$ cat config.mk
export PLATFORM = sky130hd
export DESIGN_NAME = change_dispenser_flat
export DESIGN_NICKNAME = d
export VERILOG_FILES = /design/src/rtl/change_dispenser_if.sv /design/src/rtl/change_dispenser.sv /design/src/flat_wrapper.sv
export SDC_FILE = /design/constraint.sdc
export NUM_CORES = 1
export LEC_CHECK = 0
export BUFFER_PORTS_ARGS = -buffer_cell sky130_fd_sc_hd__buf_2
export CAP_MARGIN = 5
export CORE_MARGIN = 2
export CORE_UTILIZATION = 35
export CTS_BUF_LIST = sky130_fd_sc_hd__clkbuf_16
export CTS_CLUSTER_SIZE = 8
export DETAILED_ROUTE_END_ITERATION = 12
export GPL_TIMING_DRIVEN = 0
export PLACE_DENSITY = 0.58
export SLEW_MARGIN = 15
export SYNTH_ARGS = -nofsm -noshare
export SYNTH_HDL_FRONTEND = slang
export SYNTH_SLANG_ARGS = --single-unit
$ cat constraint.sdc
create_clock -name clk -period 3.9 [get_ports clk]
set_input_delay 0 -clock clk [delete_from_list [all_inputs] [get_ports clk]]
set_output_delay 0 -clock clk [all_outputs]
set_load 0.01 [all_outputs]
$ cat src/rtl/change_dispenser_if.sv
// change_dispenser_if: payout request, coin-eject handshake and tube status bundle.
// The master side requests payouts and acknowledges ejects; the slave side is the dispenser.
interface change_dispenser_if #(
    parameter int unsigned TUBE_DEPTH = 15
);
    localparam int unsigned CNT_W = $clog2(TUBE_DEPTH + 1);

    logic [7:0]       change_in;
    logic             change_valid;
    logic             eject_ready;
    logic             refill;
    logic [7:0]       coin_value;
    logic             coin_valid;
    logic             busy;
    logic             done;
    logic [7:0]       shortfall;
    logic             overrun;
    logic [CNT_W-1:0] cnt50;
    logic [CNT_W-1:0] cnt20;
    logic [CNT_W-1:0] cnt10;
    logic [15:0]      dispensed_total;

    modport master (
        output change_in, change_valid, eject_ready, refill,
        input  coin_value, coin_valid, busy, done, shortfall, overrun,
        input  cnt50, cnt20, cnt10, dispensed_total
    );

    modport slave (
        input  change_in, change_valid, eject_ready, refill,
        output coin_value, coin_valid, busy, done, shortfall, overrun,
        output cnt50, cnt20, cnt10, dispensed_total
    );
endinterface

$ cat src/rtl/change_dispenser.sv
// change_dispenser: greedy 50/20/10 coin payout from finite tubes with eject handshake.
// Optional audit counter of dispensed value is enabled with `define CHANGE_AUDIT_EN.
module change_dispenser #(
    parameter int unsigned TUBE_DEPTH = 15,
    parameter int unsigned EJECT_GAP  = 2
) (
    input  logic              clk,
    input  logic              rst_n,
    change_dispenser_if.slave bus
);
    localparam int unsigned CNT_W    = $clog2(TUBE_DEPTH + 1);
    localparam int unsigned GAP_W    = (EJECT_GAP > 1) ? $clog2(EJECT_GAP) : 1;
    localparam int unsigned GAP_LOAD = (EJECT_GAP > 0) ? EJECT_GAP - 1 : 0;
    localparam logic [CNT_W-1:0] FULL = CNT_W'(TUBE_DEPTH);

    localparam logic [2:0] S_IDLE   = 3'd0;
    localparam logic [2:0] S_SELECT = 3'd1;
    localparam logic [2:0] S_EJECT  = 3'd2;
    localparam logic [2:0] S_GAP    = 3'd3;
    localparam logic [2:0] S_DONE   = 3'd4;

    logic [2:0]       r_state,      w_state_nxt;
    logic [7:0]       r_remaining,  w_remaining_nxt;
    logic [7:0]       r_coin_value, w_coin_value_nxt;
    logic             r_coin_valid, w_coin_valid_nxt;
    logic [7:0]       r_shortfall,  w_shortfall_nxt;
    logic [GAP_W-1:0] r_gap_cnt,    w_gap_cnt_nxt;
    logic [CNT_W-1:0] r_cnt50,      w_cnt50_nxt;
    logic [CNT_W-1:0] r_cnt20,      w_cnt20_nxt;
    logic [CNT_W-1:0] r_cnt10,      w_cnt10_nxt;
    logic             r_busy;
    logic             r_done;
    logic             r_overrun;
    logic [7:0]       w_pick;
    logic             w_xfer;

    assign w_xfer = r_coin_valid & bus.eject_ready;

    // Largest denomination that fits the remaining amount and still has coins.
    always_comb begin
        w_pick = 8'd0;
        if (r_remaining >= 8'd50 && r_cnt50 != '0) begin
            w_pick = 8'd50;
        end else if (r_remaining >= 8'd20 && r_cnt20 != '0) begin
            w_pick = 8'd20;
        end else if (r_remaining >= 8'd10 && r_cnt10 != '0) begin
            w_pick = 8'd10;
        end
    end

    always_comb begin
        w_state_nxt      = r_state;
        w_remaining_nxt  = r_remaining;
        w_coin_value_nxt = r_coin_value;
        w_coin_valid_nxt = r_coin_valid;
        w_shortfall_nxt  = r_shortfall;
        w_gap_cnt_nxt    = r_gap_cnt;
        w_cnt50_nxt      = r_cnt50;
        w_cnt20_nxt      = r_cnt20;
        w_cnt10_nxt      = r_cnt10;

        case (r_state)
            S_IDLE: begin
                if (bus.change_valid && bus.change_in != 8'd0) begin
                    w_remaining_nxt = bus.change_in;
                    w_shortfall_nxt = 8'd0;
                    w_state_nxt     = S_SELECT;
                end
            end
            S_SELECT: begin
                if (r_remaining == 8'd0) begin
                    w_state_nxt = S_DONE;
                end else if (w_pick != 8'd0) begin
                    w_coin_value_nxt = w_pick;
                    w_coin_valid_nxt = 1'b1;
                    w_state_nxt      = S_EJECT;
                end else begin
                    w_shortfall_nxt = r_remaining;
                    w_remaining_nxt = 8'd0;
                    w_state_nxt     = S_DONE;
                end
            end
            S_EJECT: begin
                if (w_xfer) begin
                    w_remaining_nxt  = r_remaining - r_coin_value;
                    w_coin_valid_nxt = 1'b0;
                    w_coin_value_nxt = 8'd0;
                    case (r_coin_value)
                        8'd50: if (r_cnt50 != '0) w_cnt50_nxt = r_cnt50 - CNT_W'(1);
                        8'd20: if (r_cnt20 != '0) w_cnt20_nxt = r_cnt20 - CNT_W'(1);
                        8'd10: if (r_cnt10 != '0) w_cnt10_nxt = r_cnt10 - CNT_W'(1);
                        default: ;
                    endcase
                    if (EJECT_GAP == 0) begin
                        w_state_nxt = S_SELECT;
                    end else begin
                        w_gap_cnt_nxt = GAP_W'(GAP_LOAD);
                        w_state_nxt   = S_GAP;
                    end
                end
            end
            S_GAP: begin
                if (r_gap_cnt == '0) begin
                    w_state_nxt = S_SELECT;
                end else begin
                    w_gap_cnt_nxt = r_gap_cnt - GAP_W'(1);
                end
            end
            S_DONE: begin
                w_state_nxt = S_IDLE;
            end
            default: begin
                w_state_nxt = S_IDLE;
            end
        endcase

        // Refill overrides any decrement made in the same cycle.
        if (bus.refill) begin
            w_cnt50_nxt = FULL;
            w_cnt20_nxt = FULL;
            w_cnt10_nxt = FULL;
        end
    end

    always_ff @(posedge clk or negedge rst_n) begin
        if (!rst_n) begin
            r_state      <= S_IDLE;
            r_remaining  <= 8'd0;
            r_coin_value <= 8'd0;
            r_coin_valid <= 1'b0;
            r_shortfall  <= 8'd0;
            r_gap_cnt    <= '0;
            r_cnt50      <= FULL;
            r_cnt20      <= FULL;
            r_cnt10      <= FULL;
            r_busy       <= 1'b0;
            r_done       <= 1'b0;
            r_overrun    <= 1'b0;
        end else begin
            r_state      <= w_state_nxt;
            r_remaining  <= w_remaining_nxt;
            r_coin_value <= w_coin_value_nxt;
            r_coin_valid <= w_coin_valid_nxt;
            r_shortfall  <= w_shortfall_nxt;
            r_gap_cnt    <= w_gap_cnt_nxt;
            r_cnt50      <= w_cnt50_nxt;
            r_cnt20      <= w_cnt20_nxt;
            r_cnt10      <= w_cnt10_nxt;
            r_busy       <= (w_state_nxt != S_IDLE);
            r_done       <= (w_state_nxt == S_DONE);
            r_overrun    <= bus.change_valid && (r_state != S_IDLE);
        end
    end

    assign bus.coin_value = r_coin_value;
    assign bus.coin_valid = r_coin_valid;
    assign bus.busy       = r_busy;
    assign bus.done       = r_done;
    assign bus.shortfall  = r_shortfall;
    assign bus.overrun    = r_overrun;
    assign bus.cnt50      = r_cnt50;
    assign bus.cnt20      = r_cnt20;
    assign bus.cnt10      = r_cnt10;

`ifdef CHANGE_AUDIT_EN
    logic [15:0] r_total;
    logic [16:0] w_total_sum;

    assign w_total_sum = {1'b0, r_total} + 17'(r_coin_value);

    // Saturating audit of value handed out.
    always_ff @(posedge clk or negedge rst_n) begin
        if (!rst_n) begin
            r_total <= 16'd0;
        end else if (w_xfer) begin
            r_total <= w_total_sum[16] ? 16'hFFFF : w_total_sum[15:0];
        end
    end

    assign bus.dispensed_total = r_total;
`else
    assign bus.dispensed_total = 16'd0;
`endif
endmodule

$ cat src/flat_wrapper.sv
// flat-port wrapper written by rule: the top's interface ports become plain ports
module change_dispenser_flat 
#(
    parameter int unsigned TUBE_DEPTH = 15,
    parameter int unsigned EJECT_GAP  = 2
)
  (clk, rst_n, bus_change_in, bus_change_valid, bus_eject_ready, bus_refill, bus_coin_value, bus_coin_valid, bus_busy, bus_done, bus_shortfall, bus_overrun, bus_cnt50, bus_cnt20, bus_cnt10, bus_dispensed_total);
  change_dispenser_if #(.TUBE_DEPTH(TUBE_DEPTH)) bus_i ();
  input  logic clk;
  input  logic rst_n;
  input wire logic [$bits(bus_i.change_in)-1:0] bus_change_in;
  input wire logic [$bits(bus_i.change_valid)-1:0] bus_change_valid;
  input wire logic [$bits(bus_i.eject_ready)-1:0] bus_eject_ready;
  input wire logic [$bits(bus_i.refill)-1:0] bus_refill;
  output wire logic [$bits(bus_i.coin_value)-1:0] bus_coin_value;
  output wire logic [$bits(bus_i.coin_valid)-1:0] bus_coin_valid;
  output wire logic [$bits(bus_i.busy)-1:0] bus_busy;
  output wire logic [$bits(bus_i.done)-1:0] bus_done;
  output wire logic [$bits(bus_i.shortfall)-1:0] bus_shortfall;
  output wire logic [$bits(bus_i.overrun)-1:0] bus_overrun;
  output wire logic [$bits(bus_i.cnt50)-1:0] bus_cnt50;
  output wire logic [$bits(bus_i.cnt20)-1:0] bus_cnt20;
  output wire logic [$bits(bus_i.cnt10)-1:0] bus_cnt10;
  output wire logic [$bits(bus_i.dispensed_total)-1:0] bus_dispensed_total;
  assign bus_i.change_in = bus_change_in;
  assign bus_i.change_valid = bus_change_valid;
  assign bus_i.eject_ready = bus_eject_ready;
  assign bus_i.refill = bus_refill;
  assign bus_coin_value = bus_i.coin_value;
  assign bus_coin_valid = bus_i.coin_valid;
  assign bus_busy = bus_i.busy;
  assign bus_done = bus_i.done;
  assign bus_shortfall = bus_i.shortfall;
  assign bus_overrun = bus_i.overrun;
  assign bus_cnt50 = bus_i.cnt50;
  assign bus_cnt20 = bus_i.cnt20;
  assign bus_cnt10 = bus_i.cnt10;
  assign bus_dispensed_total = bus_i.dispensed_total;
  change_dispenser #(.TUBE_DEPTH(TUBE_DEPTH), .EJECT_GAP(EJECT_GAP)) u_core (.clk(clk), .rst_n(rst_n), .bus(bus_i));
endmodule
==> results of run 1 <==
==> cell usage in the layout, fill, tap and decap left out, types with 3 or more instances in the layout <==
cell type      instances
nor3_1                 3
inv_1                 17
nand2_1               35
nor2_1                12
nand3_1               11
dfstp_2               12
or4_1                  3
nor4_1                 5
buf_4                 19
mux2_1                 3
a21o_1                 3
ha_1                   8
or3_1                  3
xnor2_1               10
dfrtp_1               29
dlygate4sd3_1          3
a21oi_1                9
conb_1                19
o21ai_0                8
nand2b_1              12
buf_2                 44
clkbuf_1               7
a211o_1                4
nor2b_1                4
clkbuf_16              5
==> flip-flops by register name, summed over array words and instances (netlist names) <==
register and cells:
u_core.bus.shortfall 8, u_core.r_remaining 8, u_core.bus.coin_value 5, u_core.bus.cnt10 4
u_core.bus.cnt20 4, u_core.bus.cnt50 4, u_core.r_state 3, u_core.bus.busy 1
u_core.bus.coin_valid 1, u_core.bus.done 1, u_core.bus.overrun 1, u_core.r_gap_cnt 1
==> how the worst max path moves through the flow <==
stage               cells past startpoint             startpoint  slack, ns                    end
global route                            6  u_core.r_remaining[7]       1.19  u_core.r_remaining[5]
finish                                  8    u_core.bus.cnt50[0]       1.38  u_core.r_remaining[4]
CTS                                     8    u_core.bus.cnt50[0]       1.35  u_core.r_remaining[4]
floorplan                               8    u_core.bus.cnt50[0]       1.59  u_core.r_remaining[3]
global placement                        8    u_core.bus.cnt50[0]       1.36  u_core.r_remaining[4]
detailed placement                      8    u_core.bus.cnt50[0]       1.36  u_core.r_remaining[5]
==> report_power, final <==
| group | leakage [uW] | internal (uW) | total (uW) | switching [uW] |
|---|---|---|---|---|
| logic | 0.000885 | 390 | 889 | 499 |
| registers | 0.000482 | 545 | 667 | 122 |
| clock network | 0.0000687 | 231 | 392 | 161 |
==> cell usage after synthesis (2+ instances only) <==
| cell | instances |
|---|---|
| buf_4 | 19 |
| nor4_2 | 2 |
| a21oi_1 | 9 |
| ha_1 | 8 |
| nor3b_1 | 2 |
| dfrtp_1 | 29 |
| a31o_2 | 2 |
| nor3_1 | 3 |
| buf_2 | 3 |
| nor4_1 | 5 |
| or2_2 | 2 |
| a211o_1 | 4 |
| and2_1 | 2 |
| xnor2_1 | 10 |
| nand4_1 | 2 |
| nand3_1 | 11 |
| a2bb2oi_1 | 2 |
| or3_1 | 3 |
| nor2b_1 | 4 |
| o21a_1 | 2 |
| nand2_1 | 35 |
| o21ai_0 | 8 |
| o41ai_1 | 2 |
| mux2_1 | 3 |
| inv_1 | 17 |
| or4_1 | 3 |
| a32o_1 | 2 |
| dfstp_2 | 12 |
| nor2_1 | 12 |
| a21o_1 | 3 |
| clkbuf_1 | 7 |
| nand2b_1 | 12 |
==> cell type report <==
class | count | area, sq um | share of cell area, %
Multi-Input combinational cell | 194 | 1247 | 41.18
Sequential cell | 41 | 1041 | 34.37
Timing Repair Buffer | 44 | 235.2 | 7.765
Buffer | 29 | 183.9 | 6.072
Clock buffer | 5 | 125.1 | 4.131
Tap cell | 96 | 120.1 | 3.965
Inverter | 17 | 63.81 | 2.107
Clock inverter | 3 | 12.51 | 0.4131
==> metal layers <==
metal | vias to the layer above | track usage (%)
met1 | 907 | 20.40
met2 | 51 | 25.07
met5 | - | 0
li1 | 1018 | -
met3 | 6 | 2.545
met4 | 0 | 4.615
==> kinds of logic after synthesis <==
group,synth area share (%)
AND/OR/NAND/NOR,23.62
AO/OA/AOI/OAI,14.24
buffers and inverters,10.04
flip-flops,42.17
XOR/XNOR,3.548
adder cells (fa/ha/maj),4.866
multiplexers,1.368
other,0.1519
==> worst min-delay path, stage by stage <==
cell      delay (ns)
buf_2           0.10
nand2_1         0.07
a211oi_1        0.07
==> metrics by stage <==
step                utilization (%)  cell area [sq um]
floorplan                         -               2536
global placement              42.12               2861
detailed placement            42.12               2861
CTS                           44.59               3029
global route                  44.59               3029
finish                        44.59               3029
==> metrics.md, run 1 <==
| Metric | Value |
|---|---|
| Status | `finished, final reports clean` |
| Ys async rst share | `100.0%` |
| Critical path, cell by cell | `inv_1, ha_1, or3b_2, o31a_4, nor4b_4, nand2_4, a21oi_4, mux2_1` |
| Placed Cells incl. Taps | `418` |
| Slew headroom | `38.21%` |
| Highest Signal Layer | `met4` |
| Post-synth EDFFs | `0` |
| Nets@finish | `354` |
| Worst hold-check slack | `0.002439 ns` |
| Power Density | `643.5 mW/mm^2` |
| Least-Margin Pin Slew | `0.9268 ns` |
| Cells resized by post-CTS repair | `0` |
| Met3 wire len | `272 um` |
| WP buf/inv | `1` |
| Share of cells above drive strength 1 | `28.23%` |
| Maximum VDD drop | `232.4 uV` |
| Gpl congestion | `0.8130` |
| Row cnt | `30` |
| CTS root buf | `clkbuf_16` |
| CTS Sinks | `41` |
| CTS Hold Bufs | `3` |
| Die area | `0.007741 sq mm` |
| Prevailing post-synth register cell | `dfrtp_1` |
| ANT nets after route | `0` |
| Delay-heaviest family, CP | `simple AND/OR/NAND/NOR gates` |
| Setup crit end kind | `register` |
| Met1 wire length | `2477 um` |
| Avg WL per Cell | `12.83 um` |
| GR Util All Layers | `15.17%` |
| Worst EP required | `4.06 ns` |
| Crit path kind | `reg -> reg` |
| Minimum period implied by the final worst setup slack | `2.515 ns` |
| Worst Path Arrival | `2.68 ns` |
| Number of synthesized register bits | `41` |
| Die width | `87.99 um` |
| Fraction of the yosys area taken by sequential cells | `42.17%` |
| Power after layout | `1949 uW` |
| CTS tree | `built` |
| Initial antenna violation count | `0` |
| HP Start | `bus_change_in[7]` |
| Fmax | `397.5 MHz` |
| Vias in the first global route | `1905` |
| Setup-failing EPs final | `0` |
| Largest net degree at the start of global routing | `42` |
| Cell at the slowest stage of the critical path | `or3b_2` |
| Remaining global-route overflow | `0` |
| Post-synthesis instance total | `263` |
| Fill cells | `681` |
| Number of buffers created by CTS | `5` |
| Layout area overhead | `22.71%` |
| Clock slew at reported path FFs | `0.06 ns` |
| WHS Endpoint | `u_core.r_remaining[7]` |
| H-tree levels | `2` |
| Worst r2r src | `u_core.bus.cnt50[0]` |
| Final WL | `5506 um` |
| Hold path depth | `3` |
| Synth Cell Area | `0.002469 sq mm` |
| Clk buf depth | `2` |
| Share of the synthesized area in the top cell type | `29.40%` |
| Startpoint Class | `register` |
| Pre-CTS setup slack | `1.362 ns` |
| DRC | `0` |
| Distinct cells, synth | `55` |
| Total vias in the final route | `1982` |
| Top cells by area, synth | `dfrtp_1, dfstp_2, buf_4` |
| Reg-to-reg critical path endpoint | `u_core.r_remaining[4]` |
| Initial Util | `36.34%` |
| Final Skew | `0.005958 ns` |
| Drt via density | `4.620` |
| Worst min path class | `in -> reg` |
| Worst skew pair latency | `0.28 ns` |
| Max Fanout on Critical Path | `7` |
| Max-slew violations | `0` |
| # diodes | `0` |
| Final Hold Fails | `0` |
| Syn. warnings | `0` |
| Metal2 WL | `2676 um` |
| Setup TNS | `0 ns` |
| Fin crit share | `64.50%` |
| Syn Area/Cell | `9.386 sq um` |
| Core area | `0.006794 sq mm` |
| DRT Pass-1 Iters | `4` |
| CP max stage delay | `0.49 ns` |
| RSZ-0062 raised after global routing | `no` |
| Detailed placement HPWL | `4087 um` |
| Max Cap Violations | `0` |
| Leak | `0.001436 uW` |
| Initial DRC Count | `96` |
| Buffers on Ports | `41` |
| Die Y | `87.99 um` |
| Cell Count, Final, Fillers Out | `429` |
| Post-CTS Setup Bufs | `0` |
| I/O pins | `61` |
| Top cell type by total area after synthesis | `dfrtp_1` |
| Final WS setup | `1.385 ns` |
| Global-route wire length before repair | `9149 um` |
| Worst r2r path cells | `8` |
| FF-to-FF setup slack | `1.38 ns` |
(Power assumes the default switching activity.)
==> run 2: changes to the inputs <==
- PLACE_DENSITY: 0.58 -> 0.6
- clock period: 3.9 -> 2.15 ns (I/O delays scaled with it)
==> metrics.md, run 2 (synthesized netlist as in run 1, its figures left out) <==
| Metric | Value |
|---|---|
| Core area | `0.006794 sq mm (unchanged)` |
| Fill cells | `658 (was 681)` |
| Die width | `87.99 um (unchanged)` |
| CTS tree | `built (unchanged)` |
| I/O pins | `61 (unchanged)` |
| Clock slew at reported path FFs | `0.06 ns (about the same)` |
| DRT Pass-1 Iters | `4 (unchanged)` |
| WHS Endpoint | `u_core.r_remaining[2] (was u_core.r_remaining[7])` |
| CTS Sinks | `41 (unchanged)` |
| Cell at the slowest stage of the critical path | `dfrtp_1 (was or3b_2)` |
| Largest net degree at the start of global routing | `42 (unchanged)` |
| Crit path kind | `reg -> reg (unchanged)` |
| Final Cell Area | `0.003353 sq mm (was 0.003029 sq mm)` |
| Final WL | `5926 um (was 5506 um)` |
| Commonest cells after routing, fill and taps aside | `buf_2, nand2_1, buf_4 (was buf_2, nand2_1, dfrtp_1)` |
| Max Cap Violations | `0 (unchanged)` |
| Nets@finish | `367 (was 354)` |
| Max-slew violations | `0 (unchanged)` |
| Sw Ratio | `40.30% (was 40.12%)` |
| Slew headroom | `39.12% (was 38.21%)` |
| Pre-CTS setup slack | `-0.3836 ns (was 1.362 ns)` |
| GR Util All Layers | `15.63% (was 15.17%)` |
| CP max stage delay | `0.41 ns (was 0.49 ns)` |
| Share of cells above drive strength 1 | `41.91% (was 28.23%)` |
| H-tree levels | `2 (unchanged)` |
| Total vias in the final route | `2114 (was 1982)` |
| Status | `finished, violations left (was finished, final reports clean)` |
| Cell Count, Final, Fillers Out | `442 (was 429)` |
| Maximum VDD drop | `385.2 uV (was 232.4 uV)` |
| Delay-heaviest family, CP | `compound AO/OA/AOI/OAI gates (was simple AND/OR/NAND/NOR gates)` |
| Detailed placement HPWL | `4077 um (was 4087 um)` |
| Gpl congestion | `0.8333 (was 0.8130)` |
| RSZ-0062 raised after global routing | `yes (was no)` |
| HP Start | `bus_change_in[2] (was bus_change_in[7])` |
| FF-to-FF setup slack | `-0.09 ns (was 1.38 ns)` |
| Vias in the first global route | `1929 (was 1905)` |
| Final WS setup | `-0.09226 ns (was 1.385 ns)` |
| Least-Margin Pin Slew | `0.9131 ns (was 0.9268 ns)` |
| Critical path, cell by cell | `o311a_1, o31a_4, nor4b_4, nand2_4, a21oi_4, mux2_4 (was inv_1, ha_1, or3b_2, o31a_4, nor4b_4, nand2_4, a21oi_4, mux2_1)` |
| Die Y | `87.99 um (unchanged)` |
| Worst Path Arrival | `2.41 ns (was 2.68 ns)` |
| DRC | `0 (unchanged)` |
| Max Fanout on Critical Path | `4 (was 7)` |
| Hold path depth | `3 (unchanged)` |
| Comb pwr share | `50.6% (was 45.6%)` |
| Most common cell after layout, fill and taps aside | `buf_2 (unchanged)` |
| # diodes | `0 (unchanged)` |
| Fmax | `446.0 MHz (was 397.5 MHz)` |
| Power after layout | `3889 uW (was 1949 uW)` |
| Buffers on Ports | `41 (unchanged)` |
| Leak | `0.001567 uW (was 0.001436 uW)` |
| CTS root buf | `clkbuf_16 (unchanged)` |
| Minimum period implied by the final worst setup slack | `2.242 ns (was 2.515 ns)` |
| Reg-to-reg critical path endpoint | `u_core.r_remaining[5] (was u_core.r_remaining[4])` |
| Power Internal | `2322 uW (was 1167 uW)` |
| Final Hold Fails | `0 (unchanged)` |
| Dpl cell area | `0.002888 sq mm (was 0.002861 sq mm)` |
| Layout area overhead | `35.83% (was 22.71%)` |
| Power Density | `1160 mW/mm^2 (was 643.5 mW/mm^2)` |
| Worst skew pair latency | `0.28 ns (about the same)` |
| Setup-failing EPs final | `6 (was 0)` |
| Remaining global-route overflow | `0 (unchanged)` |
| Initial Util | `36.34% (unchanged)` |
| Number of buffers created by CTS | `5 (unchanged)` |
| Clk buf depth | `2 (unchanged)` |
| Drt via density | `4.783 (was 4.620)` |
| P_sw | `1567 uW (was 782.0 uW)` |
| Die area | `0.007741 sq mm (unchanged)` |
| Initial antenna violation count | `0 (unchanged)` |
| Worst min path class | `in -> reg (unchanged)` |
| Row cnt | `30 (unchanged)` |
| ANT nets after route | `0 (unchanged)` |
| Sequential Power Share | `31.1% (was 34.2%)` |
| Worst r2r src | `u_core.r_remaining[1] (was u_core.bus.cnt50[0])` |
| Global-route wire length before repair | `9280 um (was 9149 um)` |
| Initial DRC Count | `89 (was 96)` |
| Worst EP required | `2.32 ns (was 4.06 ns)` |
| Fin crit share | `104.3% (was 64.50%)` |
| Startpoint Class | `register (unchanged)` |
| Worst r2r path cells | `6 (was 8)` |
| Clock Power Share | `18.3% (was 20.1%)` |
| Placed Cells incl. Taps | `418 (unchanged)` |
| Failing checks | `negative setup slack` |
| Avg WL per Cell | `13.41 um (was 12.83 um)` |
| WP buf/inv | `0 (was 1)` |
| Final Skew | `0.005134 ns (was 0.005958 ns)` |
| Setup crit end kind | `register (unchanged)` |
-- run 2: cell type report --
cell class                 instances  area, sq um  share of cell area (%)
multi-input combinational        194         1419                   42.31
timing repair buffer              62        394.1                   11.75
clock buffer                       5        125.1                   3.731
buffer                            24        175.2                   5.224
clock inverter                     3        12.51                  0.3731
inverter                          17        63.81                   1.903
tap                               96        120.1                   3.582
sequential                        41         1044                   31.12
-- run 2: repair_timing --
action / in CTS / in global routing
resized for setup: 13 / 29
pin swaps: 4 / 14
hold buffers: 4 / 0
buffers inserted: 12 / 4
endpoints found under the setup margin: 22 / 20
hold endpoints to repair: 33 / 0
cloned: 0 / 1
-- run 2: through the flow --
step	hold slack [ns]	utilization [%]	TNS (ns)
final	0.01328	49.36	-0.3874
after global placement	0.1907	42.50	-3.096
after detailed placement	0.1953	42.50	-3.472
after floorplan	-0.2956	-	-0.05743
after global routing	0.02523	49.36	-1.195
after CTS	0.01638	47.05	-0.3432
-- run 2: power by group through the flow --
stage | Clock [uW] | Sequential, uW | Combinational, uW
floorplan | 0 | 1220 | 1210
finish | 712 | 1210 | 1970
global route | 758 | 1250 | 2170
CTS | 725 | 1200 | 1840
detailed placement | 0 | 1220 | 1670
global placement | 0 | 1220 | 1620
-- run 2: per-layer routing --
metal,part of all wire [%],track usage (%),up-vias
li1,-,-,1040
met1,45,21.37,1017
met2,50,25.21,51
met3,4.1,2.733,6
met4,0.81,5.035,0
met5,0,0,-
-- run 2: tightest hold or removal path, cell delays in order --
cell and delay [ns]:
buf_2 0.11, nand2_1 0.08, a2bb2oi_1 0.07
-- run 2: how the worst max path moves through the flow --
stage                                from  cells past startpoint               endpoint  slack (ns)
floorplan             u_core.bus.cnt50[0]                      8  u_core.r_remaining[3]       -0.02
global placement      u_core.bus.cnt10[0]                      8  u_core.r_remaining[3]       -0.37
detailed placement    u_core.bus.cnt10[0]                      8  u_core.r_remaining[5]       -0.38
CTS                   u_core.bus.cnt50[0]                      8  u_core.r_remaining[5]       -0.09
global route        u_core.r_remaining[7]                      6  u_core.r_remaining[3]       -0.15
finish              u_core.r_remaining[1]                      6  u_core.r_remaining[5]       -0.09
==> run 3: changes to the inputs <==
- CORE_UTILIZATION: 35 -> 48
- PLACE_DENSITY: 0.6 -> 0.78
==> metrics.md, run 3 (synthesized netlist as in run 1, its figures left out) <==
| Metric | Value |
|---|---|
| Row cnt | `26 (was 30)` |
| Setup crit end kind | `register (unchanged)` |
| Die Y | `75.72 um (was 87.99 um)` |
| Final WS setup | `-0.1026 ns (was -0.09226 ns)` |
| Placed Cells incl. Taps | `392 (was 418)` |
| Initial Util | `48.96% (was 36.34%)` |
| Final WL | `5760 um (was 5926 um)` |
| Least-Margin Pin Slew | `0.9126 ns (was 0.9131 ns)` |
| Setup-failing EPs final | `6 (unchanged)` |
| Initial DRC Count | `99 (was 89)` |
| RSZ-0062 raised after global routing | `yes (unchanged)` |
| Worst skew pair latency | `0.28 ns (about the same)` |
| Remaining global-route overflow | `0 (unchanged)` |
| CTS Sinks | `41 (unchanged)` |
| Fmax | `443.9 MHz (was 446.0 MHz)` |
| Multi-input gate area | `0.001401 sq mm (was 0.001419 sq mm)` |
| Minimum period implied by the final worst setup slack | `2.253 ns (was 2.242 ns)` |
| Core area | `0.005042 sq mm (was 0.006794 sq mm)` |
| Layout area overhead | `31.63% (was 35.83%)` |
| Worst min path class | `in -> reg (unchanged)` |
| Clk buf depth | `2 (unchanged)` |
| Worst Path Arrival | `2.42 ns (was 2.41 ns)` |
| Cell Count, Final, Fillers Out | `412 (was 442)` |
| DRC | `0 (unchanged)` |
| I/O pins | `61 (unchanged)` |
| Largest net degree at the start of global routing | `42 (unchanged)` |
| Maximum VDD drop | `611.4 uV (was 385.2 uV)` |
| # diodes | `0 (unchanged)` |
| Power Density | `1198 mW/mm^2 (was 1160 mW/mm^2)` |
| Initial antenna violation count | `0 (unchanged)` |
| CTS root buf | `clkbuf_16 (unchanged)` |
| Critical Path Source | `u_core.r_remaining[7] (was u_core.r_remaining[1])` |
| Fill cells | `407 (was 658)` |
| Nets@finish | `364 (was 367)` |
| Detailed placement HPWL | `3865 um (was 4077 um)` |
| Clock slew at reported path FFs | `0.05 ns (was 0.06 ns)` |
| Max-slew violations | `0 (unchanged)` |
| Die width | `75.72 um (was 87.99 um)` |
| FF/Latch Area | `0.001045 sq mm (was 0.001044 sq mm)` |
| CTS tree | `built (unchanged)` |
| Final Skew | `0.005275 ns (was 0.005134 ns)` |
| Vias in the first global route | `1917 (was 1929)` |
| Drt via density | `5.141 (was 4.783)` |
| Share of cells above drive strength 1 | `39.77% (was 41.91%)` |
| Crit path kind | `reg -> reg (unchanged)` |
| Pre-CTS setup slack | `-0.3433 ns (was -0.3836 ns)` |
| Buffers on Ports | `41 (unchanged)` |
| ANT nets after route | `0 (unchanged)` |
| Failing checks | `negative setup slack (unchanged)` |
| Global-route wire length before repair | `8956 um (was 9280 um)` |
| Status | `finished, violations left (unchanged)` |
| Max Fanout on Critical Path | `6 (was 4)` |
| Fin crit share | `104.8% (was 104.3%)` |
| HP Start | `bus_change_in[2] (unchanged)` |
| Worst EP required | `2.31 ns (was 2.32 ns)` |
| Startpoint Class | `register (unchanged)` |
| Worst r2r src | `u_core.r_remaining[7] (was u_core.r_remaining[1])` |
| DRT Pass-1 Iters | `4 (unchanged)` |
| Die area | `0.005733 sq mm (was 0.007741 sq mm)` |
| Max Cap Violations | `0 (unchanged)` |
| Final Hold Fails | `0 (unchanged)` |
| Most common cell after layout, fill and taps aside | `buf_2 (unchanged)` |
| Avg WL per Cell | `13.98 um (was 13.41 um)` |
| Number of buffers created by CTS | `5 (unchanged)` |
| Commonest cells after routing, fill and taps aside | `buf_2, nand2_1, buf_4 (unchanged)` |
| GR Util All Layers | `21.23% (was 15.63%)` |
| Slew headroom | `39.16% (was 39.12%)` |
| Leak | `0.001569 uW (was 0.001567 uW)` |
| Gpl congestion | `0.8722 (was 0.8333)` |
| H-tree levels | `2 (unchanged)` |
| Total vias in the final route | `2118 (was 2114)` |
run 3: changes by cell type in the layout (fill, tap and decap cells not counted), sizes merged:
cell / before / now
clkinv: 3 / 1
clkbuf: 9 / 7
inv: 17 / 18
dlygate4sd3: 4 / 3
run 3: layout make-up:
type | count | area share (%)
buffer | 25 | 5.506
clock buffer | 5 | 3.851
clock inverter | 2 | 0.2310
inverter | 17 | 1.964
multi-input combinational | 194 | 43.13
sequential | 41 | 32.15
tap | 70 | 2.695
timing repair buffer | 58 | 10.47
run 3: what timing repair did:
item | CTS | global route
pin swaps | 5 | 6
hold endpoints to repair | 32 | 0
setup buffers | 12 | 2
gates resized for setup | 11 | 30
hold buffers | 3 | 0
endpoints found under the setup margin | 22 | 23
run 3: critical path, cell delays in order (launching register included):
cell	delay, ns
dfrtp_2	0.47
nor4_4	0.38
a21oi_4	0.15
nor4b_4	0.44
nand2_4	0.10
a21oi_4	0.26
mux2_4	0.32
run 3: final timing paths:
| check | end | depth (start not counted) | slack [ns] |
|---|---|---|---|
| worst min register to register | u_core.bus.shortfall[7] | 2 | 0.49 |
| worst max-delay path | u_core.r_remaining[3] | 6 | -0.10 |
| max in group asynchronous | u_core.r_remaining[2] | 2 | 1.12 |
| min in group asynchronous | u_core.bus.busy | 2 | 0.40 |
| worst max register to register | u_core.r_remaining[3] | 6 | -0.10 |
| worst min-delay path | u_core.r_remaining[2] | 3 | 0.01 |
run 3: per-stage QoR:
| step | util, % | total power (uW) | hold WS [ns] | setup TNS (ns) | area [sq um] |
|---|---|---|---|---|---|
| floorplan | - | 2430 | -0.2956 | -0.05743 | 2562 |
| global placement | 56.63 | 2806 | 0.1766 | -2.081 | 2855 |
| detailed placement | 56.63 | 2863 | 0.1840 | -2.772 | 2855 |
| CTS | 62.38 | 3717 | 0.0006515 | -0.4491 | 3146 |
| global route | 64.44 | 4162 | 0.01220 | -1.184 | 3249 |
| finish | 64.44 | 3894 | 0.01204 | -0.4156 | 3249 |
run 3: power by group:
| group | leakage, uW | switching (uW) | internal [uW] |
|---|---|---|---|
| clock | 0.0000685 | 272 | 414 |
| sequential | 0.000480 | 229 | 994 |
| combinational | 0.00102 | 1050 | 931 |
run 3: routing by layer:
| metal | vias up | part of all wire [%] | global-route usage, % |
|---|---|---|---|
| li1 | 1034 | - | - |
| met5 | - | 0 | 0 |
| met4 | 0 | 1.8 | 8.382 |
| met3 | 10 | 7.0 | 4.497 |
| met1 | 1005 | 42 | 27.38 |
| met2 | 69 | 49 | 34.98 |
